`src/rtl/or8_if.sv`:
```
// Operand/result bundle for the or8 logic-op slice.
// The master drives operands and controls; the slave presents the registered result and flags.
interface or8_if #(
    parameter int WIDTH = 8
);
    logic [WIDTH-1:0] A;
    logic [WIDTH-1:0] B;
    logic             in_valid;
    logic             acc_en;
    logic             clr;
    logic [WIDTH-1:0] Z;
    logic             out_valid;
    logic             zero;
    logic             all_ones;
    logic             parity;

    modport master (
        output A, B, in_valid, acc_en, clr,
        input  Z, out_valid, zero, all_ones, parity
    );

    modport slave (
        input  A, B, in_valid, acc_en, clr,
        output Z, out_valid, zero, all_ones, parity
    );
endinterface

```
`src/rtl/or8.sv`:
```
// Registered bitwise-OR unit with optional accumulate into the held result.
// It also produces zero/all-ones/parity flags that are always consistent with the presented Z.
module or8 #(
    parameter int WIDTH = 8
) (
    input  logic  clk,
    input  logic  rst,
    or8_if.slave  bus
);
    logic [WIDTH-1:0] z_q, z_d;
    logic             out_valid_q, out_valid_d;
    logic             zero_q, zero_d;
    logic             all_ones_q, all_ones_d;
    logic             parity_q, parity_d;

    always_comb begin
        // NOTE: every output of this block gets a default first, so no path can infer a latch.
        z_d         = z_q;
        out_valid_d = 1'b0;
        if (bus.clr) begin
            z_d = '0;
        end else if (bus.in_valid) begin
            z_d         = bus.acc_en ? (z_q | bus.A | bus.B) : (bus.A | bus.B);
            out_valid_d = 1'b1;
        end
        // Flags follow the next Z, so they land on the same edge as Z itself.
        zero_d     = (z_d == '0);
        all_ones_d = &z_d;
        parity_d   = ^z_d;
    end

    always_ff @(posedge clk) begin
        // NOTE: non-blocking assignments keep every register sampling pre-edge values.
        if (rst) begin
            z_q         <= '0;
            out_valid_q <= 1'b0;
            zero_q      <= 1'b1;
            all_ones_q  <= 1'b0;
            parity_q    <= 1'b0;
        end else begin
            z_q         <= z_d;
            out_valid_q <= out_valid_d;
            zero_q      <= zero_d;
            all_ones_q  <= all_ones_d;
            parity_q    <= parity_d;
        end
    end

    assign bus.Z         = z_q;
    assign bus.out_valid = out_valid_q;
    assign bus.zero      = zero_q;
    assign bus.all_ones  = all_ones_q;
    assign bus.parity    = parity_q;
endmodule

```
`src/flat_wrapper.sv`:
```
// flat-port wrapper written by rule: the top's interface ports become plain ports
module or8_flat 
#(
    parameter int WIDTH = 8
)
  (clk, rst, bus_A, bus_B, bus_in_valid, bus_acc_en, bus_clr, bus_Z, bus_out_valid, bus_zero, bus_all_ones, bus_parity);
  or8_if #(.WIDTH(WIDTH)) bus_i ();
  input  logic clk;
  input  logic rst;
  input wire logic [$bits(bus_i.A)-1:0] bus_A;
  input wire logic [$bits(bus_i.B)-1:0] bus_B;
  input wire logic [$bits(bus_i.in_valid)-1:0] bus_in_valid;
  input wire logic [$bits(bus_i.acc_en)-1:0] bus_acc_en;
  input wire logic [$bits(bus_i.clr)-1:0] bus_clr;
  output wire logic [$bits(bus_i.Z)-1:0] bus_Z;
  output wire logic [$bits(bus_i.out_valid)-1:0] bus_out_valid;
  output wire logic [$bits(bus_i.zero)-1:0] bus_zero;
  output wire logic [$bits(bus_i.all_ones)-1:0] bus_all_ones;
  output wire logic [$bits(bus_i.parity)-1:0] bus_parity;
  assign bus_i.A = bus_A;
  assign bus_i.B = bus_B;
  assign bus_i.in_valid = bus_in_valid;
  assign bus_i.acc_en = bus_acc_en;
  assign bus_i.clr = bus_clr;
  assign bus_Z = bus_i.Z;
  assign bus_out_valid = bus_i.out_valid;
  assign bus_zero = bus_i.zero;
  assign bus_all_ones = bus_i.all_ones;
  assign bus_parity = bus_i.parity;
  or8 #(.WIDTH(WIDTH)) u_core (.clk(clk), .rst(rst), .bus(bus_i));
endmodule
```
`config.mk`:
```
export PLATFORM = sky130hd
export DESIGN_NAME = or8_flat
export DESIGN_NICKNAME = d
export VERILOG_FILES = /design/src/rtl/or8_if.sv /design/src/rtl/or8.sv /design/src/flat_wrapper.sv
export SDC_FILE = /design/constraint.sdc
export NUM_CORES = 1
export LEC_CHECK = 0
export BUFFER_PORTS_ARGS = -buffer_cell sky130_fd_sc_hd__buf_2
export CAP_MARGIN = 10
export CORE_MARGIN = 4
export CORE_UTILIZATION = 44
export CTS_CLUSTER_DIAMETER = 30
export DETAILED_ROUTE_END_ITERATION = 16
export MAX_ROUTING_LAYER = met4
export PLACE_DENSITY = 0.79
export SLEW_MARGIN = 20
export SYNTH_ARGS = -nofsm -noshare
export SYNTH_HDL_FRONTEND = slang
export SYNTH_SLANG_ARGS = --single-unit
```
`constraint.sdc`:
```
create_clock -name clk -period 1.9 [get_ports clk]
set_input_delay 0.19 -clock clk [delete_from_list [all_inputs] [get_ports clk]]
set_output_delay 0.19 -clock clk [all_outputs]
set_load 0.01 [all_outputs]
```
== Yosys cells after proc, flatten, opt, wreduce, memory -nomap -nowiden ==
Cells that the tools add are included.
Widths: inputs -> output; s select.

* Bits in registers: 12
* Bits of input ports: 21
* Output and inout bits: 12
* Word-level logic and storage cells: 16

* Multiplexer cells: 4
* Bitwise logic cells: 3
* Reductions and logical operators: 4

{| class="wikitable"
|+ Operators with widths
! cell !! number
|-
| $mux 8 || 3
|-
| $or 8x8->8 || 3
|-
| $logic_not 8->1 || 1
|-
| $reduce_and 8->1 || 1
|-
| $reduce_xor 8->1 || 1
|-
| $reduce_or 2->1 || 1
|-
| $mux 1 || 1
|}

== Longest topological paths before layout ==
Gate-level depths: netlist (run 1).

* Word-level depth: 6
* Mapped depth: 9
* Mapped depth without buffers: 7

== Least setup slack after synthesis (run 1) ==
OpenSTA, ideal clock, no wires.

* Kind: input to register
* Start: input port bus_in_valid
* End: register u_core.parity_q, in the netlist u_core.bus.parity
* Library setup time: 0.115 ns
* Data arrival time: 1.427 ns
* Data required time: 1.785 ns
* Path slack: 0.359 ns
* Stages: 9
* Buffers on the path: 2
* Path through: buf_6 nand2b_4 buf_6 a21oi_2 or2_1 ha_1 xnor2_1 xnor2_1 nor2_1

* Cells in the longest elaborated chain, start to end: 3

{| class="wikitable"
|+ Ends and longest elaborated chain
! what !! RTL line !! source
|-
| start: declaration || flat_wrapper.sv:12 || <nowiki>input wire logic [$bits(bus_i.in_valid)-1:0] bus_in_valid;</nowiki>
|-
| $mux 8 || or8.sv:22 || <nowiki>end else if (bus.in_valid) begin</nowiki>
|-
| $mux 8 || or8.sv:20 || <nowiki>if (bus.clr) begin</nowiki>
|-
| $reduce_xor 8->1 || or8.sv:29 || <nowiki>parity_d = ^z_d;</nowiki>
|-
| end signal: assignment || or8.sv:45 || <nowiki>parity_q <= parity_d;</nowiki>
|-
| end: declaration || or8.sv:14 || <nowiki>logic parity_q, parity_d;</nowiki>
|}

No other way between the ends.
A chain may end at the register's enable or synchronous reset.

== Final worst setup path (run 1) ==
* Start: register u_core.z_q[6], in the netlist u_core.bus.Z[6]
* End: register u_core.parity_q, in the netlist u_core.bus.parity

* Cells in the longest elaborated chain, start to end: 6

{| class="wikitable"
|+ Ends and longest elaborated chain
! what !! RTL line !! source
|-
| start: declaration || or8.sv:10 || <nowiki>logic [WIDTH-1:0] z_q, z_d;</nowiki>
|-
| start signal: assignment || or8.sv:41 || <nowiki>z_q <= z_d;</nowiki>
|-
| $or 8x8->8 (2 in series) || or8.sv:23 || <nowiki>z_d = bus.acc_en ? (z_q | bus.A | bus.B) : (bus.A | bus.B);</nowiki>
|-
| $mux 8 || or8.sv:23 ||
|-
| $mux 8 (*) || or8.sv:22 ||
|-
| $mux 8 (*) || or8.sv:20 ||
|-
| $reduce_xor 8->1 (*) || or8.sv:29 ||
|}

Mark *: on every way between the ends. The rest lies on a longest branch, timed or not.

==> results.toml, run 1 <==
[synthesis]
synth_nets = 104
synth_cell_type_count = 17
synth_area_um2 = 701
synth-warning-count = 0
synth_xor_area_frac = 0.0375
syn_area_per_cell_um2 = 9.34
synth-seq-cells = 12
syn_inst = 75
synth-simple-area-share = 0.216
synth_mux_area_frac = 0
synthAdderAreaFrac = 0.143
synth_top_family_by_area = "simple AND/OR/NAND/NOR gates"
synth_compound_area_frac = 0.211
yosysSeqAreaShare = 0.343

[worst_setup_path]
r2r_start = "u_core.bus.Z[6]"
r2r_setup_slack_ps = 450
critPathLaunchType = "flop"
crit_arrival_ps = 1610
regToRegEndpoint = "u_core.bus.parity"
crit_type = "flop to flop"
reg2reg_depth = 6
slowest_delay_ps = 350
crit_slowest_cell = "dfxtp_1"
cpMostUsedCell = "xnor2_1"
cp-end-kind = "flop"
path_cells = "a21oi_2 > or2_1 > ha_1 > xnor2_1 > xnor2_1 > nor2_1"
required_ps = 2060
crit_fanout = 3

[timing]
worst_pin_slew_ps = 224
fin_crit_sh = 0.762
finalSetupViolCount = 0
hold_viol = 0
finalSetupTns_ps = 0
maxSlewViolCount = 0
slew_headroom = 0.851
post-route-min-period_ps = 1450
max_freq_ghz = 0.691
rsz0062_at_grt = "false"
fin_worst_skew_ps = 1.41

[run_status]
status = "complete, no violations"

[worst_hold_path]
worstHoldPathCells = 2
hold_start = "rst"
min_path_type = "input pin to flop"
min_to = "u_core.bus.parity"

[finish]
drive_gt1_frac = 0.425
utilization = 0.579
antenna_cells = 0
syn_to_final_growth_pct = 24.5
finalNonFillerCells = 122
final_common_cell = "buf_2"
final_cell_mix = "buf_2, nor2_1, dfxtp_1"
final_area_um2 = 872
layout.nets = 137

[route]
top_layer = "met4"
dr.first_iter.drc_count = 4
drt-total-wl_um = 1460
wl_per_cell_um = 12.0
met2_length_um = 731
num_vias = 598
drc = 0
wl_met3_um = 120
drtPass1Iterations = 2
met1_length_um = 603
via_per_inst = 4.90
ant_nets = 0

[global_route]
overflow = 0
grt_usage = 0.144
grt_pass1_vias = 567
grt_max_degree = 18
grt_pass1_wl_um = 2200
grt_antenna_before_repair = 0

[placed_design]
io_buffers = 32
gp_congestion = 0.801
place_inst = 119
placed_cell_area_um2 = 850
hpwlAfterDp_um = 1200

[clock_network]
tritoncts = "yes"
cts_made_buffers = 3
postCtsSetupRepairBufs = 0
ctsHoldBuffers = 0
worstSkewPairLatency_ps = 260
clk_pin_slew_worst_paths_ps = 70
cts-resized-gates = 0
numClockSinks = 12
cts.htree.levels = 1
root_buffer = "clkbuf_4"
cts_buffer_depth = 2

[die]
ios = 33
fp-row-count = 14
core_mm2 = 0.00151
die_w_um = 47.9
initial_core_util = 0.465
die_h_um = 47.9
die_area_mm2 = 0.00229

[power]
ir_worst_vdd_uv = 339
power_switching_share = 0.276
p_int_w = 0.000414
pwr-share-clk = 0.260
p_per_area_mw_per_mm2 = 656
combPwrFrac = 0.260
p_leak_nw = 0.430
power_switching_w = 0.000158
pwr-share-seq = 0.480
total_power_w = 0.000572

[flow_run]
max_cap_violations = 0
[state kept, by name (all words and copies together), names as in the netlist]
register,flops
u_core.bus.Z,8
u_core.bus.all_ones,1
u_core.bus.out_valid,1
u_core.bus.parity,1
u_core.bus.zero,1
[worst max-delay path: cells and delay by family (launching register included)]
kind            cells  cell delay (ps)
fa+ha+maj           1              320
compound gates      1               70
simple gates        2              280
flops               1              350
xor+xnor            2              330
[routing by layer]
metal	global-route usage	up-vias
met2	0.248	20
li1	-	311
met3	0.0338	2
met1	0.154	265
met5	-	-
met4	0.0645	0
[cells in the mapped netlist, drive strengths merged]
library cell | n | area [um2]
nand2 | 1 | 3.75
inv | 1 | 3.75
xnor2 | 3 | 26.3
o21a | 8 | 60.1
a21oi | 8 | 77.6
clkbuf | 1 | 3.75
ha | 8 | 100
nand2b | 1 | 13.8
or2 | 9 | 56.3
a41o | 1 | 10.0
nor4bb | 1 | 10.0
dfxtp | 12 | 240
buf | 3 | 27.5
nor2 | 18 | 67.6
[cells by family (layout without fill, tap and decap cells)]
family          count (synthesis)  in the layout
simple gates                   30             30
fa+ha+maj                       8              8
xor+xnor                        3              3
buf+inv                         5             36
flops                          12             12
compound gates                 17             17
[worst max-delay path by stage]
stage	slack, ps	to	start	cells past startpoint
after global routing	380	u_core.bus.parity	u_core.bus.Z[4]	6
after floorplan	360	u_core.bus.parity	bus_in_valid	9
final	450	u_core.bus.parity	u_core.bus.Z[6]	6
after detailed placement	210	u_core.bus.parity	bus_in_valid	8
after global placement	280	u_core.bus.parity	bus_in_valid	8
after CTS	440	u_core.bus.parity	u_core.bus.Z[6]	6
[cell type report]
cell class	instances	area [um2]
Multi-Input combinational cell	58	425
Tap cell	16	20.0
Clock buffer	3	22.5
Sequential cell	12	240
Fill cell	142	634
Timing Repair Buffer	32	160
Inverter	1	3.75
[metrics by stage]
stage	worst slack [ps]	hold slack [ps]
after global routing	378	126
after detailed placement	206	401
after CTS	439	121
final	452	129
after global placement	283	390
after floorplan	359	262
[power groups by stage]
stage / registers, W / clock network, W / logic, W
after CTS: 0.000274 / 0.000156 / 0.000152
after floorplan: 0.000289 / 0 / 0.0000941
after global placement: 0.000281 / 0 / 0.000146
final: 0.000274 / 0.000149 / 0.000149
after detailed placement: 0.000280 / 0 / 0.000151
after global routing: 0.000276 / 0.000165 / 0.000165
Power figures use the tool's default switching activity.
==> run 2: changes to the inputs <==
--- a/config.mk
+++ b/config.mk
@@ -5,14 +5,15 @@
 export SDC_FILE = /design/constraint.sdc
 export NUM_CORES = 1
 export LEC_CHECK = 0
+export ABC_AREA = 1
 export BUFFER_PORTS_ARGS = -buffer_cell sky130_fd_sc_hd__buf_2
 export CAP_MARGIN = 10
 export CORE_MARGIN = 4
-export CORE_UTILIZATION = 44
+export CORE_UTILIZATION = 38
 export CTS_CLUSTER_DIAMETER = 30
 export DETAILED_ROUTE_END_ITERATION = 16
 export MAX_ROUTING_LAYER = met4
-export PLACE_DENSITY = 0.79
+export PLACE_DENSITY = 0.75
 export SLEW_MARGIN = 20
 export SYNTH_ARGS = -nofsm -noshare
 export SYNTH_HDL_FRONTEND = slang
==> constraint.sdc (replaced) <==
create_clock -name clk -period 1.2 [get_ports clk]
set_input_delay 0.12 -clock clk [delete_from_list [all_inputs] [get_ports clk]]
set_output_delay 0.12 -clock clk [all_outputs]
set_load 0.01 [all_outputs]
==> run 2 against run 1 <==
  * Flip-flop and latch count stayed put
  * Maximum frequency rose by 19%
  * Routed wire length grew 34%
  * Critical endpoint unchanged
  * Die area grew 3.8%
  * First-iteration DRC count grew to 3.8 times the previous value
  * Utilization up 12 points
  * Clock power grew 120%
  * Clock skew rose by 8.4 ps
  * Critical path type unchanged
  * The run now ends with setup timing left
  * Global-route usage rose by 3.4 points
  * Non-clock buffer count increased by 12
  * Final cell count is 22% higher
==> results.toml, run 2 <==
[route]
wl_met3_um = 110
drtPass1Iterations = 4
num_vias = 763
drt-total-wl_um = 1960
top_layer = "met4"
dr.first_iter.drc_count = 15
ant_nets = 0
via_per_inst = 5.12
met2_length_um = 1050
met1_length_um = 739
drc = 0
wl_per_cell_um = 13.1

[synthesis]
synth_top_area_share = 0.379
yosys.area.top_type = "dfxtp_1"
synth-warning-count = 0
yosys-top-cells-area = "dfxtp_1, ha_1, nand2_1"
synth_cell_type_count = 14
syn_inst = 86
synthAdderAreaFrac = 0.158
ys.flop_type = "dfxtp_1"
synth_compound_area_frac = 0.126
syn_area_per_cell_um2 = 7.36
synth_xor_area_frac = 0
synth-seq-cells = 12
yosysSeqAreaShare = 0.379
synth_most_common_cell = "nand2_1"
async_flop_share = 0
synth_top_family_by_area = "simple AND/OR/NAND/NOR gates"
synth_edf_count = 0
synth_nets = 115
synth_area_um2 = 633
synth-simple-area-share = 0.233
synth_mux_area_frac = 0
yosys-top-cells-count = "nand2_1, inv_1, dfxtp_1"

[clock_network]
cts.htree.levels = 1
cts_made_buffers = 3
numClockSinks = 12
cts_buffer_depth = 2
worstSkewPairLatency_ps = 280
ctsHoldBuffers = 0
tritoncts = "yes"
root_buffer = "clkbuf_4"
clk_pin_slew_worst_paths_ps = 90

[worst_setup_path]
critPathLaunchType = "flop"
regToRegEndpoint = "u_core.bus.parity"
crit_type = "flop to flop"
r2r_start = "u_core.bus.Z[5]"
required_ps = 1390
crit_fanout = 2
crit_arrival_ps = 1400
r2r_setup_slack_ps = -10
cp-end-kind = "flop"
reg2reg_depth = 9

[worst_hold_path]
worstHoldPathCells = 2
hold_start = "bus_clr"
min_path_type = "input pin to flop"
min_to = "u_core.bus.out_valid"

[finish]
multi_input_area_um2 = 455
final_common_cell = "buf_2"
utilization = 0.698
final_cell_mix = "buf_2, nand2_2, buf_4"
antenna_cells = 0
seq_area_um2 = 250
layout.nets = 163
fillers = 128
syn_to_final_growth_pct = 70.0
drive_gt1_frac = 0.707
largest_reg_flops = 8

[run_status]
violations = "setup timing"
status = "finished with violations"

[placed_design]
io_buffers = 32
hpwlAfterDp_um = 1290
dp_slack_ps = -283
gp_congestion = 0.757

[timing]
hold_viol = 0
finalSetupViolCount = 1
slew_headroom = 0.809
post-route-min-period_ps = 1210
finalWorstSetupSlack_ps = -13.8
fin_worst_skew_ps = 9.81
holdWs_ps = 74.2
maxSlewViolCount = 0
fin_crit_sh = 1.01
rsz0062_at_grt = "true"
worst_pin_slew_ps = 283
max_freq_ghz = 0.824

[global_route]
grt_usage = 0.178
overflow = 0
grt_pass1_vias = 754
grt_pass1_wl_um = 3200
grt_antenna_before_repair = 0
grt_max_degree = 12

[die]
fp-row-count = 14
initial_core_util = 0.411
core_mm2 = 0.00154
die_w_um = 48.8
die_area_mm2 = 0.00238
die_h_um = 48.8
ios = 33

[flow_run]
max_cap_violations = 0

[power]
ir_worst_vdd_uv = 555
p_per_area_mw_per_mm2 = 1010
p_leak_nw = 0.552
run 2: cell count changes after synthesis, moves of 2 or more:
cell / before / now
nand2_1: 1 / 18
a21oi_1: 0 / 8
or2_1: 8 / 0
nor2_1: 18 / 3
nand3_1: 0 / 8
xnor2_1: 3 / 0
buf_6: 2 / 0
o21a_1: 8 / 0
nand4_1: 0 / 2
o21ai_0: 0 / 7
inv_1: 1 / 15
a21oi_2: 7 / 0
run 2: area by class of cell:
cell class	instances	area share
multi-input cells	57	0.423
repair buffers	44	0.236
flip-flops and latches	12	0.233
inverters	16	0.0558
clock buffers	4	0.0337
well taps	16	0.0186
run 2: layer usage:
layer  GRT usage  vias up
met1       0.178      359
met3      0.0398        7
met5           -        -
met4      0.0942        0
li1            -      371
met2       0.317       26
run 2: cell families after synthesis:
group,after synthesis
AOI/OAI and AO/OA,16
buffers and inverters,17
and+or+nand+nor,33
DFF,12
adders and majority gates,8
run 2: worst max path at each step:
stage,from,end,slack [ps],cells after the start
after floorplan,u_core.bus.Z[6],u_core.bus.parity,-20,10
after global placement,bus_in_valid,u_core.bus.parity,-240,13
after detailed placement,bus_in_valid,u_core.bus.parity,-280,13
after CTS,u_core.bus.Z[6],u_core.bus.parity,3,9
after global routing,u_core.bus.Z[1],u_core.bus.parity,-120,10
final,u_core.bus.Z[5],u_core.bus.parity,-10,9
run 2: what timing repair did:
action,in CTS,in global routing
gates resized for setup,21,15
pin swaps,5,2
gates cloned,0,0
buffers inserted,5,0
endpoints found under the setup margin,1,2
run 2: worst max-delay path, stage by stage (launching register included):
cell     delay (ps)
dfxtp_2         340
nand3_2          90
nand2_2         110
inv_2            50
ha_4            270
nand2_2          60
nand2_2          70
nand2_1          50
nand2_1          50
nor2_1           30
run 2: through the flow:
| step | instance area (um2) | power, W | std cells | TNS (ps) |
|---|---|---|---|---|
| 3_3_place_gp | 898 | 0.000660 | 140 | -237 |
| 2_1_floorplan | 671 | 0.000569 | 86 | -15.1 |
| 6_report | 1080 | 0.00108 | 149 | -13.8 |
| 4_1_cts | 1060 | 0.00106 | 149 | 0 |
| 3_5_place_dp | 898 | 0.000670 | 140 | -308 |
| 5_1_grt | 1080 | 0.00115 | 149 | -116 |
run 2: where the power goes:
part | switching [W] | leakage (nW) | internal (W)
registers | 0.00000976 | 0.102 | 0.000424
clock network | 0.000148 | 0.0210 | 0.000185
logic | 0.000165 | 0.429 | 0.000151
==> run 3: changes to the inputs <==
--- a/config.mk
+++ b/config.mk
@@ -5,15 +5,14 @@
 export SDC_FILE = /design/constraint.sdc
 export NUM_CORES = 1
 export LEC_CHECK = 0
-export ABC_AREA = 1
 export BUFFER_PORTS_ARGS = -buffer_cell sky130_fd_sc_hd__buf_2
 export CAP_MARGIN = 10
 export CORE_MARGIN = 4
-export CORE_UTILIZATION = 38
+export CORE_UTILIZATION = 40
 export CTS_CLUSTER_DIAMETER = 30
 export DETAILED_ROUTE_END_ITERATION = 16
 export MAX_ROUTING_LAYER = met4
-export PLACE_DENSITY = 0.75
+export PLACE_DENSITY = 0.76
 export SLEW_MARGIN = 20
 export SYNTH_ARGS = -nofsm -noshare
 export SYNTH_HDL_FRONTEND = slang
==> run 3 against run 2 <==
  * First-iteration DRC count down 73%
  * Design area down 4.3%
  * Clock skew down 7.5 ps
  * Maximum frequency down 11%
  * The run still ends with setup timing left
  * Die area up 4.3%
  * Count of clock-buffer cells in the layout down 1
  * Routed wire length down 15%
  * Via count down 15%
  * Critical path depth down 3
==> results.toml, run 3 (synthesis results as in run 1) <==
[run_status]
status = "finished with violations"
violations = "setup timing"

[worst_setup_path]
r2r_start = "u_core.bus.Z[0]"
critPathBufInv = 0
required_ps = 1370
regToRegEndpoint = "u_core.bus.parity"
slowest_delay_ps = 350
critPathTopFamily = "flip-flops"
cp-end-kind = "flop"
crit_type = "flop to flop"
crit_slowest_cell = "dfxtp_2"
crit_fanout = 3
r2r_setup_slack_ps = -160
crit_arrival_ps = 1530
path_cells = "a21oi_4 > or2_4 > ha_4 > xnor2_2 > xnor2_1 > nor2_1"
critPathLaunchType = "flop"
reg2reg_depth = 6

[placed_design]
gp_congestion = 0.732
hpwlAfterDp_um = 1180
io_buffers = 32
dp_slack_ps = -388
placed_cell_area_um2 = 947

[route]
num_vias = 646
drt-total-wl_um = 1670
drtPass1Iterations = 4
ant_nets = 0
wl_per_cell_um = 12.7
via_per_inst = 4.89
drc = 0
dr.first_iter.drc_count = 4

[flow_run]
max_cap_violations = 0

[power]
pwr-share-seq = 0.435
ir_worst_vdd_uv = 569
p_leak_nw = 0.500
pwr-share-clk = 0.248
combPwrFrac = 0.316
power_switching_share = 0.287
p_per_area_mw_per_mm2 = 979
power_switching_w = 0.000289
p_int_w = 0.000719

[die]
die_h_um = 49.9
core_mm2 = 0.00158
die_area_mm2 = 0.00249
fp-row-count = 14
ios = 33
die_w_um = 49.9
initial_core_util = 0.444

[global_route]
grt_pass1_vias = 677
grt_max_degree = 14
grt_pass1_wl_um = 2860
grt_usage = 0.157
grt_antenna_before_repair = 0
overflow = 0

[timing]
post-route-min-period_ps = 1360
hold_viol = 0
max_freq_ghz = 0.736
fin_crit_sh = 1.13
rsz0062_at_grt = "true"
maxSlewViolCount = 0
finalSetupViolCount = 1
slew_headroom = 0.863
finalSetupTns_ps = -158
worst_pin_slew_ps = 203
fin_worst_skew_ps = 2.31
finalWorstSetupSlack_ps = -158

[finish]
drive_gt1_frac = 0.603
layout.nets = 147
syn_to_final_growth_pct = 47.0
antenna_cells = 0
largest_reg_flops = 8
final_common_cell = "buf_2"
final_cell_mix = "buf_2, nor2_1, buf_4"
fillers = 132
final_area_mm2 = 0.00103

[clock_network]
postCtsSetupRepairBufs = 0
cts.htree.levels = 1
root_buffer = "clkbuf_4"
cts_buffer_depth = 2
clk_pin_slew_worst_paths_ps = 70
cts_made_buffers = 3
numClockSinks = 12
worstSkewPairLatency_ps = 270
tritoncts = "yes"

[worst_hold_path]
min_to = "u_core.bus.parity"
worstHoldPathCells = 2
min_path_type = "input pin to flop"
hold_start = "rst"
## run 3: changes by cell type in the layout (fill, tap and decap cells not counted), moves of 6 or more
cell     before  now
nand2_2      12    0
o21a_1        0    8
inv_2        10    0
o21ai_1       6    0
nand3_2       8    0
or2_1         0    6
a21oi_1       8    0
nor2_1        2   18
## run 3: routing by layer
| layer | part of all wire | track usage | vias up |
|---|---|---|---|
| li1 | - | - | 329 |
| met2 | 0.48 | 0.251 | 29 |
| met4 | 0.016 | 0.0829 | 0 |
| met3 | 0.090 | 0.0482 | 4 |
| met1 | 0.41 | 0.175 | 284 |
| met5 | 0 | - | - |
## run 3: how the worst max path moves through the flow
stage / startpoint / end / slack [ps] / cells past startpoint
global route: u_core.bus.Z[6] / u_core.bus.parity / -220 / 6
finish: u_core.bus.Z[0] / u_core.bus.parity / -160 / 6
CTS: u_core.bus.Z[7] / u_core.bus.parity / -180 / 6
detailed placement: bus_in_valid / u_core.bus.parity / -390 / 8
floorplan: bus_in_valid / u_core.bus.parity / -260 / 9
global placement: bus_in_valid / u_core.bus.parity / -360 / 8
## run 3: what timing repair did
| item | CTS | global route |
|---|---|---|
| cloned | 0 | 0 |
| hold endpoints to repair | 0 | 0 |
| endpoints found under the setup margin | 2 | 2 |
| pin swaps | 2 | 6 |
| hold buffers | 0 | 0 |
| resized for setup | 8 | 7 |
## run 3: power by group through the flow
stage               Combinational (W)  Sequential (W)  Clock (W)
floorplan                    0.000160        0.000459          0
global placement             0.000272        0.000446          0
detailed placement           0.000277        0.000446          0
CTS                          0.000304        0.000438   0.000257
global route                 0.000354        0.000442   0.000283
finish                       0.000319        0.000439   0.000250
## run 3: final cells by class
cell class	instances	area (um2)	area share
Inverter	1	3.75	0.00365
Sequential cell	12	250	0.243
Clock buffer	3	22.5	0.0219
Timing Repair Buffer	42	235	0.228
Tap cell	16	20.0	0.0194
Multi-Input combinational cell	58	498	0.484
## run 3: through the flow
| step | utilization | hold slack (ps) | power [W] | instances |
|---|---|---|---|---|
| 2_1_floorplan | - | 192 | 0.000619 | 75 |
| 3_3_place_gp | 0.601 | 326 | 0.000718 | 129 |
| 3_5_place_dp | 0.601 | 328 | 0.000723 | 129 |
| 4_1_cts | 0.635 | 37.3 | 0.000999 | 132 |
| 5_1_grt | 0.653 | 43.9 | 0.00108 | 132 |
| 6_report | 0.653 | 42.6 | 0.00101 | 132 |
